`src/rtl/prime_sweep_ctrl.sv`:
```
// prime_sweep_ctrl: sweeps candidates START..STOP onto the prime detector,
// holds each candidate for a settle window, samples the P/NP flags and
// streams primes over a valid/ready interface with a saturating count and a
// sticky consistency-error flag.
// Optional feature macro: PRIME_SWEEP_CHECKSUM_EN adds a 16-bit running sum
// of accepted primes on output prime_sum.
module prime_sweep_ctrl #(
  parameter logic [7:0]  START  = 8'd0,
  parameter logic [7:0]  STOP   = 8'd255,
  parameter int unsigned SETTLE = 2
) (
  input  logic        clk,
  input  logic        reset,
  input  logic        start,
  output logic [7:0]  cand,
  input  logic        det_p,
  input  logic        det_np,
  output logic        prime_valid,
  input  logic        prime_ready,
  output logic [7:0]  prime_data,
  output logic [7:0]  prime_count,
  output logic        busy,
  output logic        done,
  output logic        err
`ifdef PRIME_SWEEP_CHECKSUM_EN
  ,
  output logic [15:0] prime_sum
`endif
);

  localparam logic [3:0] P_SETTLE = 4'(SETTLE);

  typedef enum logic [2:0] {
    S_IDLE,
    S_HOLD,
    S_SAMPLE,
    S_EMIT,
    S_FIN
  } state_t;

  state_t      r_state, w_state_nxt;
  logic [7:0]  r_cand, w_cand_nxt;
  logic [3:0]  r_wait, w_wait_nxt;
  logic        r_det_p, w_det_p_nxt;
  logic        r_det_np, w_det_np_nxt;
  logic        r_valid, w_valid_nxt;
  logic [7:0]  r_data, w_data_nxt;
  logic [7:0]  r_count, w_count_nxt;
  logic        r_busy;
  logic        r_done, w_done_nxt;
  logic        r_err, w_err_nxt;
  logic        w_advance;
`ifdef PRIME_SWEEP_CHECKSUM_EN
  logic [15:0] r_sum, w_sum_nxt;
`endif

  // Next-state and next-output logic; the detector flags are captured on the
  // edge that leaves HOLD so SAMPLE decides from stable registered values.
  always_comb begin
    w_state_nxt  = r_state;
    w_cand_nxt   = r_cand;
    w_wait_nxt   = r_wait;
    w_det_p_nxt  = r_det_p;
    w_det_np_nxt = r_det_np;
    w_valid_nxt  = r_valid;
    w_data_nxt   = r_data;
    w_count_nxt  = r_count;
    w_done_nxt   = 1'b0;
    w_err_nxt    = r_err;
    w_advance    = 1'b0;
`ifdef PRIME_SWEEP_CHECKSUM_EN
    w_sum_nxt    = r_sum;
`endif
    case (r_state)
      S_IDLE: begin
        if (start) begin
          w_state_nxt = S_HOLD;
          w_cand_nxt  = START;
          w_wait_nxt  = P_SETTLE;
          w_count_nxt = '0;
          w_err_nxt   = 1'b0;
`ifdef PRIME_SWEEP_CHECKSUM_EN
          w_sum_nxt   = '0;
`endif
        end
      end
      S_HOLD: begin
        if (r_wait == '0) begin
          w_state_nxt  = S_SAMPLE;
          w_det_p_nxt  = det_p;
          w_det_np_nxt = det_np;
        end else begin
          w_wait_nxt = r_wait - 4'd1;
        end
      end
      S_SAMPLE: begin
        if (r_det_p && !r_det_np) begin
          w_state_nxt = S_EMIT;
          w_data_nxt  = r_cand;
          w_valid_nxt = 1'b1;
        end else begin
          if (r_det_p == r_det_np) w_err_nxt = 1'b1;
          w_advance = 1'b1;
        end
      end
      S_EMIT: begin
        if (prime_ready) begin
          w_valid_nxt = 1'b0;
          if (r_count != '1) w_count_nxt = r_count + 8'd1;
`ifdef PRIME_SWEEP_CHECKSUM_EN
          w_sum_nxt   = r_sum + {8'd0, r_data};
`endif
          w_advance   = 1'b1;
        end
      end
      S_FIN: begin
        w_state_nxt = S_IDLE;
      end
      default: begin
        w_state_nxt = S_IDLE;
      end
    endcase

    // STOP is compared before incrementing, so cand never wraps past 255.
    if (w_advance) begin
      if (r_cand == STOP) begin
        w_state_nxt = S_FIN;
        w_done_nxt  = 1'b1;
      end else begin
        w_state_nxt = S_HOLD;
        w_cand_nxt  = r_cand + 8'd1;
        w_wait_nxt  = P_SETTLE;
      end
    end
  end

  // State and output registers; reset overrides any sweep or handshake.
  always_ff @(posedge clk) begin
    if (reset) begin
      r_state  <= S_IDLE;
      r_cand   <= START;
      r_wait   <= '0;
      r_det_p  <= 1'b0;
      r_det_np <= 1'b0;
      r_valid  <= 1'b0;
      r_data   <= '0;
      r_count  <= '0;
      r_busy   <= 1'b0;
      r_done   <= 1'b0;
      r_err    <= 1'b0;
`ifdef PRIME_SWEEP_CHECKSUM_EN
      r_sum    <= '0;
`endif
    end else begin
      r_state  <= w_state_nxt;
      r_cand   <= w_cand_nxt;
      r_wait   <= w_wait_nxt;
      r_det_p  <= w_det_p_nxt;
      r_det_np <= w_det_np_nxt;
      r_valid  <= w_valid_nxt;
      r_data   <= w_data_nxt;
      r_count  <= w_count_nxt;
      r_busy   <= (w_state_nxt != S_IDLE);
      r_done   <= w_done_nxt;
      r_err    <= w_err_nxt;
`ifdef PRIME_SWEEP_CHECKSUM_EN
      r_sum    <= w_sum_nxt;
`endif
    end
  end

  assign cand        = r_cand;
  assign prime_valid = r_valid;
  assign prime_data  = r_data;
  assign prime_count = r_count;
  assign busy        = r_busy;
  assign done        = r_done;
  assign err         = r_err;
`ifdef PRIME_SWEEP_CHECKSUM_EN
  assign prime_sum   = r_sum;
`endif

endmodule

```
`config.mk`:
```
export PLATFORM = sky130hd
export DESIGN_NAME = prime_sweep_ctrl
export DESIGN_NICKNAME = d
export VERILOG_FILES = /design/src/rtl/prime_sweep_ctrl.sv
export SDC_FILE = /design/constraint.sdc
export NUM_CORES = 1
export LEC_CHECK = 0
export CELL_PAD_IN_SITES_DETAIL_PLACEMENT = 0
export CELL_PAD_IN_SITES_GLOBAL_PLACEMENT = 1
export CORE_UTILIZATION = 41
export DETAILED_ROUTE_END_ITERATION = 12
export PLACE_DENSITY = 0.82
export REMOVE_ABC_BUFFERS = 1
export SYNTH_ARGS = -nofsm -noshare
export SYNTH_HDL_FRONTEND = slang
export SYNTH_SLANG_ARGS = --single-unit
```
`constraint.sdc`:
```
create_clock -name clk -period 2.4 [get_ports clk]
set_input_delay 0.72 -clock clk [delete_from_list [all_inputs] [get_ports clk]]
set_output_delay 0.72 -clock clk [all_outputs]
set_load 0.02 [all_outputs]
```
### Word-level counts from Yosys, hierarchy flattened

Cells that the tools add are included.
W data, S select, Z words.

* bits in registers: 37
* logic and storage cells: 71
* input bits: 6
* output and inout port bits: 28

* bitwise operators: 1
* $add $sub $neg: 3
* reduce and logical (&&, ||, !) cells: 14
* muxes and demuxes: 30
* equality and inequality tests: 12

Operators with widths (number)
* $mux W8: 7
* $add A8 B1 Y8 const B: 2
* $mux W4: 4
* $pmux W8 S2: 1
* $mux W3: 5
* $ne A2 B2 Y1 const B: 6
* $pmux W3 S4: 1
* $eq A8 B8 Y1 const B: 1
* $mux W1: 8
* $ne A8 B8 Y1 const B: 1
* $pmux W4 S2: 1
* $reduce_and A4 Y1: 2
* $eq A3 B2 Y1 const B: 2
* $pmux W1 S2: 3
* $reduce_bool A2 Y1: 3
* $logic_not A4 Y1: 1
* $reduce_and A2 Y1: 2
* $sub A4 B1 Y4 const B: 1
* $eq A3 B1 Y1 const B: 1
* $logic_not A3 Y1: 1
* $reduce_and A3 Y1: 1
* $reduce_bool A3 Y1: 1
* $reduce_or A2 Y1: 1
* $eq A1 B1 Y1: 1
* other kinds (3): 3

### Depth between registers and ports, before layout

Gate-level depths: netlist of the first run.

* depth in word-level cells: 6
* mapped depth: 6
* depth with buffers taken out: 6

### Worst setup path after synthesis of the first run

Ideal clock, no wire load.

* path type: input -> register
* start point: input port prime_ready
* end point: register r_cand[3], in the netlist cand[3]
* arrival time: 1.734 ns
* data required time: 2.277 ns
* setup slack: 0.543 ns
* library setup time: 0.123 ns
* cell stages on the path: 5
* buffers on the path: 1
* path through: and2_1 > buf_2 > o211ai_2 > nor2_1 > a221o_2

* longest elaborated chain between the ends: 3

Ends and longest elaborated chain
* start, declared: RTL line 19 `input logic prime_ready,`
* $mux W1: RTL line 107 `if (prime_ready) begin`
* $pmux W1 S2: RTL line 74 `case (r_state)`
* $mux W8: RTL line 125 `if (w_advance) begin`
* end signal, assigned: RTL line 156 `r_cand <= w_cand_nxt;`
* end, declared: RTL line 42 `logic [7:0] r_cand, w_cand_nxt;`

No other way between the ends.
A chain may end at the register's enable or synchronous reset.

### Worst setup path in the final report of the first run

* start point: register r_cand[0], in the netlist cand[0]
* end point: output port cand[0]

RTL lines
* end, declared: RTL line 15 `output logic [7:0] cand,`

No word-level cell between the ends.

==> results of run 1 <==
## how the worst min path moves through the flow
stage / end / slack, ns
after CTS: prime_data[6] / 0.46
after global routing: prime_data[6] / 0.47
after detailed placement: prime_data[6] / 0.45
after floorplan: r_det_np / 0.46
final: prime_data[4] / 0.46
after global placement: prime_data[7] / 0.44
## power by group
part,leakage [nW],total [mW],switching (mW),internal (mW)
sequential,0.300,0.783,0.108,0.675
clock,0.0681,0.644,0.231,0.413
combinational,0.486,0.607,0.323,0.284
## flip-flops by register name (all words and copies together), names as in the netlist, 3 cells and up
register / flops
r_wait: 4
prime_data: 8
r_state: 3
cand: 8
prime_count: 8
## worst register-to-register path: cells and delay by family, from the launching register on
family	cells	cell delay, ns
adders and majority gates	1	0.23
and+or+nand+nor	3	0.73
AOI/OAI and AO/OA	1	0.36
DFF	1	0.49
## final cells by class
type                       instances  area (um^2)
sequential                        37          741
clock inverter                     3         65.1
inverter                           8         30.0
timing repair buffer              41          390
tap                               50         62.6
fill                             391         1770
multi-input combinational        153          956
clock buffer                       5         68.8
## cell usage after synthesis (all sizes together), types with 3 or more instances
cell     count  area, um^2
o21ai       10        61.3
mux2i        4        40.0
nand3        9        45.0
clkbuf       5        18.8
and2         4        25.0
a21oi       18        93.8
and3         7        43.8
buf          4        25.0
a221o        3        31.3
dfxtp       37         741
nor2        17        63.8
o2111ai      3        26.3
o211ai       5        42.5
ha           4        50.1
xor2         6        52.6
nor3        11        55.1
o21a         3        22.5
nand2       22        82.6
inv          8        30.0
## through the flow
step | instance area (um^2) | total power [mW] | std cells | hold slack (ns)
finish | 2310 | 2.03 | 297 | 0.459
global placement | 2180 | 1.40 | 289 | 0.444
global route | 2310 | 2.16 | 297 | 0.474
detailed placement | 2180 | 1.40 | 289 | 0.450
CTS | 2310 | 2.05 | 297 | 0.461
floorplan | 1730 | 1.20 | 198 | 0.463
## kinds of logic (layout without fill, tap and decap cells)
| logic type | Yosys count | after routing |
|---|---|---|
| AOI/OAI and AO/OA | 54 | 54 |
| and+or+nand+nor | 83 | 83 |
| DFF | 37 | 37 |
| buffers and inverters | 17 | 57 |
| xor gates and xnor gates | 6 | 6 |
| adders and majority gates | 4 | 4 |
| muxes | 6 | 6 |
## per-layer routing
| layer | vias to the layer above | GRT usage [%] | wire length, um |
|---|---|---|---|
| met5 | - | 0 | 0 |
| met3 | 7 | 5.07 | 160 |
| met1 | 758 | 27.9 | 2050 |
| met2 | 33 | 30.8 | 1970 |
| met4 | 0 | 6.38 | 55 |
| li1 | 828 | - | - |
==> impl_metrics.tcl, run 1 <==
set metrics [dict create \
    status "finished clean" \
    post_cts_buffers 0 \
    fin_crit_sh_pct 89.9 \
    async_reset_ff_share_pct 0 \
    clockBufferDepth 2 \
    first_pass_iters 4 \
    viasPerCell 5.47 \
    synth_xor_area_share_pct 2.97 \
    ys.flop_type "dfxtp_1" \
    report.final.slew_viol_count 0 \
    routed_wl_um 4240 \
    ctsResizeCount 0 \
    grt_pass1_wl_um 6860 \
    grt_usage_pct 20.3 \
    fmax_mhz 463 \
    crit_family "buffers and inverters" \
    synthSimpleGateAreaFrac_pct 23.6 \
    crit_slowest_cell "clkdlybuf4s50_1" \
    synth_edf_count 0 \
    coreArea_um2 4090 \
    fin_ws_ns 0.242 \
    drc_errors 0 \
    avgSynthCellArea_um2 8.55 \
    cp.buffers_inverters 1 \
    clkTransAtPathRegs_ns 0.07 \
    cp.arrival_ns 1.44 \
    ir_drop_v 0.000425 \
    grt-ovfl-total 0 \
    min_path_type "flip-flop to flip-flop" \
    yosysSeqAreaShare_pct 41.8 \
    cts_root_buf "clkbuf_8" \
    dieArea_um2 4580 \
    final_core_util_pct 56.6 \
    hold_buffers 0 \
    rsz0062_at_grt "false" \
    fin_nets 256 \
    crit-reg2reg-launch "cand[0]" \
    numCtsBuffers 5 \
    layout_common_cells "37 x dfxtp_1, 33 x clkdlybuf4s50_1, 22 x nand2_1, 17 x nor2_1, 17 x a21oi_1" \
    relSlewSlack_pct 60.6 \
    worst_ep_required_time_ns 1.68 \
    via_count 1626 \
    setup_viol_count_final 0 \
    synth.distinct_cells 48 \
    dp_slack_ns 0.103 \
    dieWidth_um 67.7 \
    place.gp.congestion 0.797 \
    die_h_um 67.7 \
    tightest_slew_ns 0.591 \
    critical_path.startpoint_type "flip-flop" \
    antennaDiodeCount 0 \
    end_kind "output port" \
    syn2layout_area_growth_pct 30.7 \
    ant_nets 0 \
    path_depth 1 \
    maxCapViolCount 0 \
    holdPathStages 2 \
    powerDensity_nw_per_um2 879 \
    fin_skew_ns 0.00544 \
    cts_tree "built" \
    synth_area_um2 1770 \
    cts.sinks 37 \
    crit_fanout 7 \
    synth_top_family_by_area "simple AND/OR/NAND/NOR gates" \
    antenna_found_initial 0 \
    r2r_setup_slack_ns 0.49 \
    layout_commonest_cell "dfxtp_1" \
    grt_pass1_vias 1402 \
    report.final.hold_viol_count 0 \
    layout-drive-gt1-share_pct 10.9 \
    leakage_nw 0.854 \
    ios 34 \
    syn-instance-count 207 \
    crit_path_start "cand[0]" \
    synthMuxAreaShare_pct 3.53 \
    rr_worst_depth 5 \
    min_period_ns 2.16 \
    hp-start "prime_data[4]" \
    yosys_warnings 0 \
    rows 23 \
    worstPathCellList "clkdlybuf4s50_1" \
    path_class "flip-flop to output port" \
    setup_tns_ns 0 \
    ctsHtreeMaxLevel 2 \
    synth_compound_gate_area_share_pct 21.1 \
    synth_fa_ha_area_share_pct 2.83 \
    place_hpwl_um 2950 \
    start_util_pct 43.3 \
    clock_latency_ns 0.29 \
    ys_ff_latch 37 \
    timing.critical_path.to "cand[0]" \
    drtIter0Drc 68 \
    grt_max_degree 21 \
    port_buffers 33 \
    regToRegEndpoint "cand[3]" \
    post_drt_wl_per_cell_um 14.3 \
    max_stage_delay_ns 0.66 \
]
Power figures use the tool's default switching activity.
==> run 2: changes to the inputs <==
--- a/config.mk
+++ b/config.mk
@@ -7,6 +7,7 @@
 export LEC_CHECK = 0
 export CELL_PAD_IN_SITES_DETAIL_PLACEMENT = 0
 export CELL_PAD_IN_SITES_GLOBAL_PLACEMENT = 1
+export CORE_MARGIN = 2
 export CORE_UTILIZATION = 41
 export DETAILED_ROUTE_END_ITERATION = 12
 export PLACE_DENSITY = 0.82
==> run 2 against run 1 <==
Against the previous run: non-clock buffer count shrank 1; first-iteration DRC count is 8.8% higher; final area down 1.1%; clock power down 14%; total power down 4.2%; critical path depth did not move; register-to-register slack about the same; sequential power down 2%; global-route usage decreased by 2.8 points; flip-flop and latch count unchanged.
==> impl_metrics.tcl, run 2 (same netlist as run 1, synthesis figures left out) <==
set metrics [dict create \
    cp.buffers_inverters 1 \
    path_depth 1 \
    first_pass_iters 4 \
    fin_nets 255 \
    die_h_um 69.7 \
    coreArea_um2 4090 \
    clockBufferDepth 2 \
    syn2layout_area_growth_pct 29.3 \
    fmax_mhz 467 \
    crit_fanout 8 \
    grt_usage_pct 17.5 \
    ios 34 \
    grt_pass1_vias 1426 \
    setup_tns_ns 0 \
    rsz0062_at_grt "false" \
    antennaDiodeCount 0 \
    final-seq-area_um2 741 \
    fin_total_pwr_mw 1.95 \
    holdPathStages 2 \
    maxCapViolCount 0 \
    multi_input_area_um2 956 \
    status "finished clean" \
    max_stage_delay_ns 0.66 \
    post_cts_buffers 0 \
    ctsResizeCount 0 \
    fill_cells 392 \
    rr_worst_depth 5 \
    grt_pass1_wl_um 6990 \
    worst_ep_required_time_ns 1.68 \
    rows 23 \
    relSlewSlack_pct 67.0 \
    crit_slowest_cell "clkdlybuf4s50_1" \
    dieWidth_um 69.7 \
    leakage_nw 0.839 \
    clkTransAtPathRegs_ns 0.07 \
    fin_skew_ns 0.00383 \
    stdcell_count 296 \
    cts.sinks 37 \
    setup_viol_count_final 0 \
    layout_common_cells "37 x dfxtp_1, 33 x clkdlybuf4s50_1, 22 x nand2_1, 17 x nor2_1, 17 x a21oi_1" \
    place_hpwl_um 2890 \
    report.final.hold_viol_count 0 \
    layout-drive-gt1-share_pct 10.2 \
    layout_commonest_cell "dfxtp_1" \
    dieArea_um2 4860 \
    powerDensity_nw_per_um2 851 \
    min_period_ns 2.14 \
    start_util_pct 43.3 \
    path_class "flip-flop to output port" \
    via_count 1599 \
    cp.arrival_ns 1.42 \
    fin_crit_sh_pct 89.3 \
    viasPerCell 5.40 \
    antenna_found_initial 0 \
    final_core_util_pct 56.0 \
    drtIter0Drc 74 \
    hold_buffers 0 \
    post_drt_wl_per_cell_um 14.0 \
    report.final.slew_viol_count 0 \
    grt_max_degree 21 \
    end_kind "output port" \
    ant_nets 0 \
    crit_family "buffers and inverters" \
    placed_area_um2 2170 \
    port_buffers 33 \
    grt-ovfl-total 0 \
    ir_drop_v 0.000456 \
    cts_root_buf "clkbuf_8" \
    routed_wl_um 4140 \
    place.gp.congestion 0.779 \
    worstPathCellList "clkdlybuf4s50_1" \
    drc_errors 0 \
    cts_tree "built" \
    final_area_um2 2290 \
    dp_cells 288 \
    clock_latency_ns 0.28 \
    ctsHtreeMaxLevel 2 \
    critical_path.startpoint_type "flip-flop" \
    tightest_slew_ns 0.489 \
    min_path_type "flip-flop to flip-flop" \
    numCtsBuffers 5 \
]
==> run 2: metrics by stage <==
| stage | setup WS (ns) | hold slack, ns |
|---|---|---|
| floorplan | 0.546 | 0.463 |
| global placement | 0.108 | 0.442 |
| detailed placement | 0.101 | 0.445 |
| CTS | 0.248 | 0.455 |
| global route | 0.177 | 0.486 |
| finish | 0.257 | 0.454 |
==> run 2: worst paths after layout <==
kind / startpoint / end / slack (ns)
worst max-delay path: cand[4] / cand[4] / 0.26
worst min-delay path: prime_data[5] / prime_data[5] / 0.45
worst max register to register: cand[0] / cand[3] / 0.49
worst min register to register: prime_data[5] / prime_data[5] / 0.45
==> run 2: final cells by class <==
class                           instances  area share [%]
Clock inverter                          1            1.31
Sequential cell                        37            32.4
Inverter                                8            1.31
Multi-Input combinational cell        153            41.8
Clock buffer                            7            3.77
Tap cell                               50            2.73
Timing Repair Buffer                   40            16.7
==> run 2: metal layers <==
metal  global-route usage, %  share of wire, %  vias up
met1                    24.8                50      740
met5                       0                 0        -
met3                    3.49               3.8        7
li1                        -                 -      823
met4                    6.20               1.4        0
met2                    26.5                45       29
==> run 2: power by group <==
| group | internal [mW] | total (mW) | leakage, nW | switching (mW) |
|---|---|---|---|---|
| clock network | 0.339 | 0.552 | 0.0585 | 0.214 |
| logic | 0.289 | 0.627 | 0.481 | 0.338 |
| registers | 0.676 | 0.768 | 0.300 | 0.0929 |
==> run 3: changes to the inputs <==
--- a/config.mk
+++ b/config.mk
@@ -5,11 +5,13 @@
 export SDC_FILE = /design/constraint.sdc
 export NUM_CORES = 1
 export LEC_CHECK = 0
+export ABC_CLOCK_PERIOD_IN_PS = 2400
 export CELL_PAD_IN_SITES_DETAIL_PLACEMENT = 0
 export CELL_PAD_IN_SITES_GLOBAL_PLACEMENT = 1
 export CORE_MARGIN = 2
 export CORE_UTILIZATION = 41
 export DETAILED_ROUTE_END_ITERATION = 12
+export GPL_ROUTABILITY_DRIVEN = 0
 export PLACE_DENSITY = 0.82
 export REMOVE_ABC_BUFFERS = 1
 export SYNTH_ARGS = -nofsm -noshare
==> results of run 3 <==
Same layout as run 2: the final DEF is identical, and so are final timing and power.
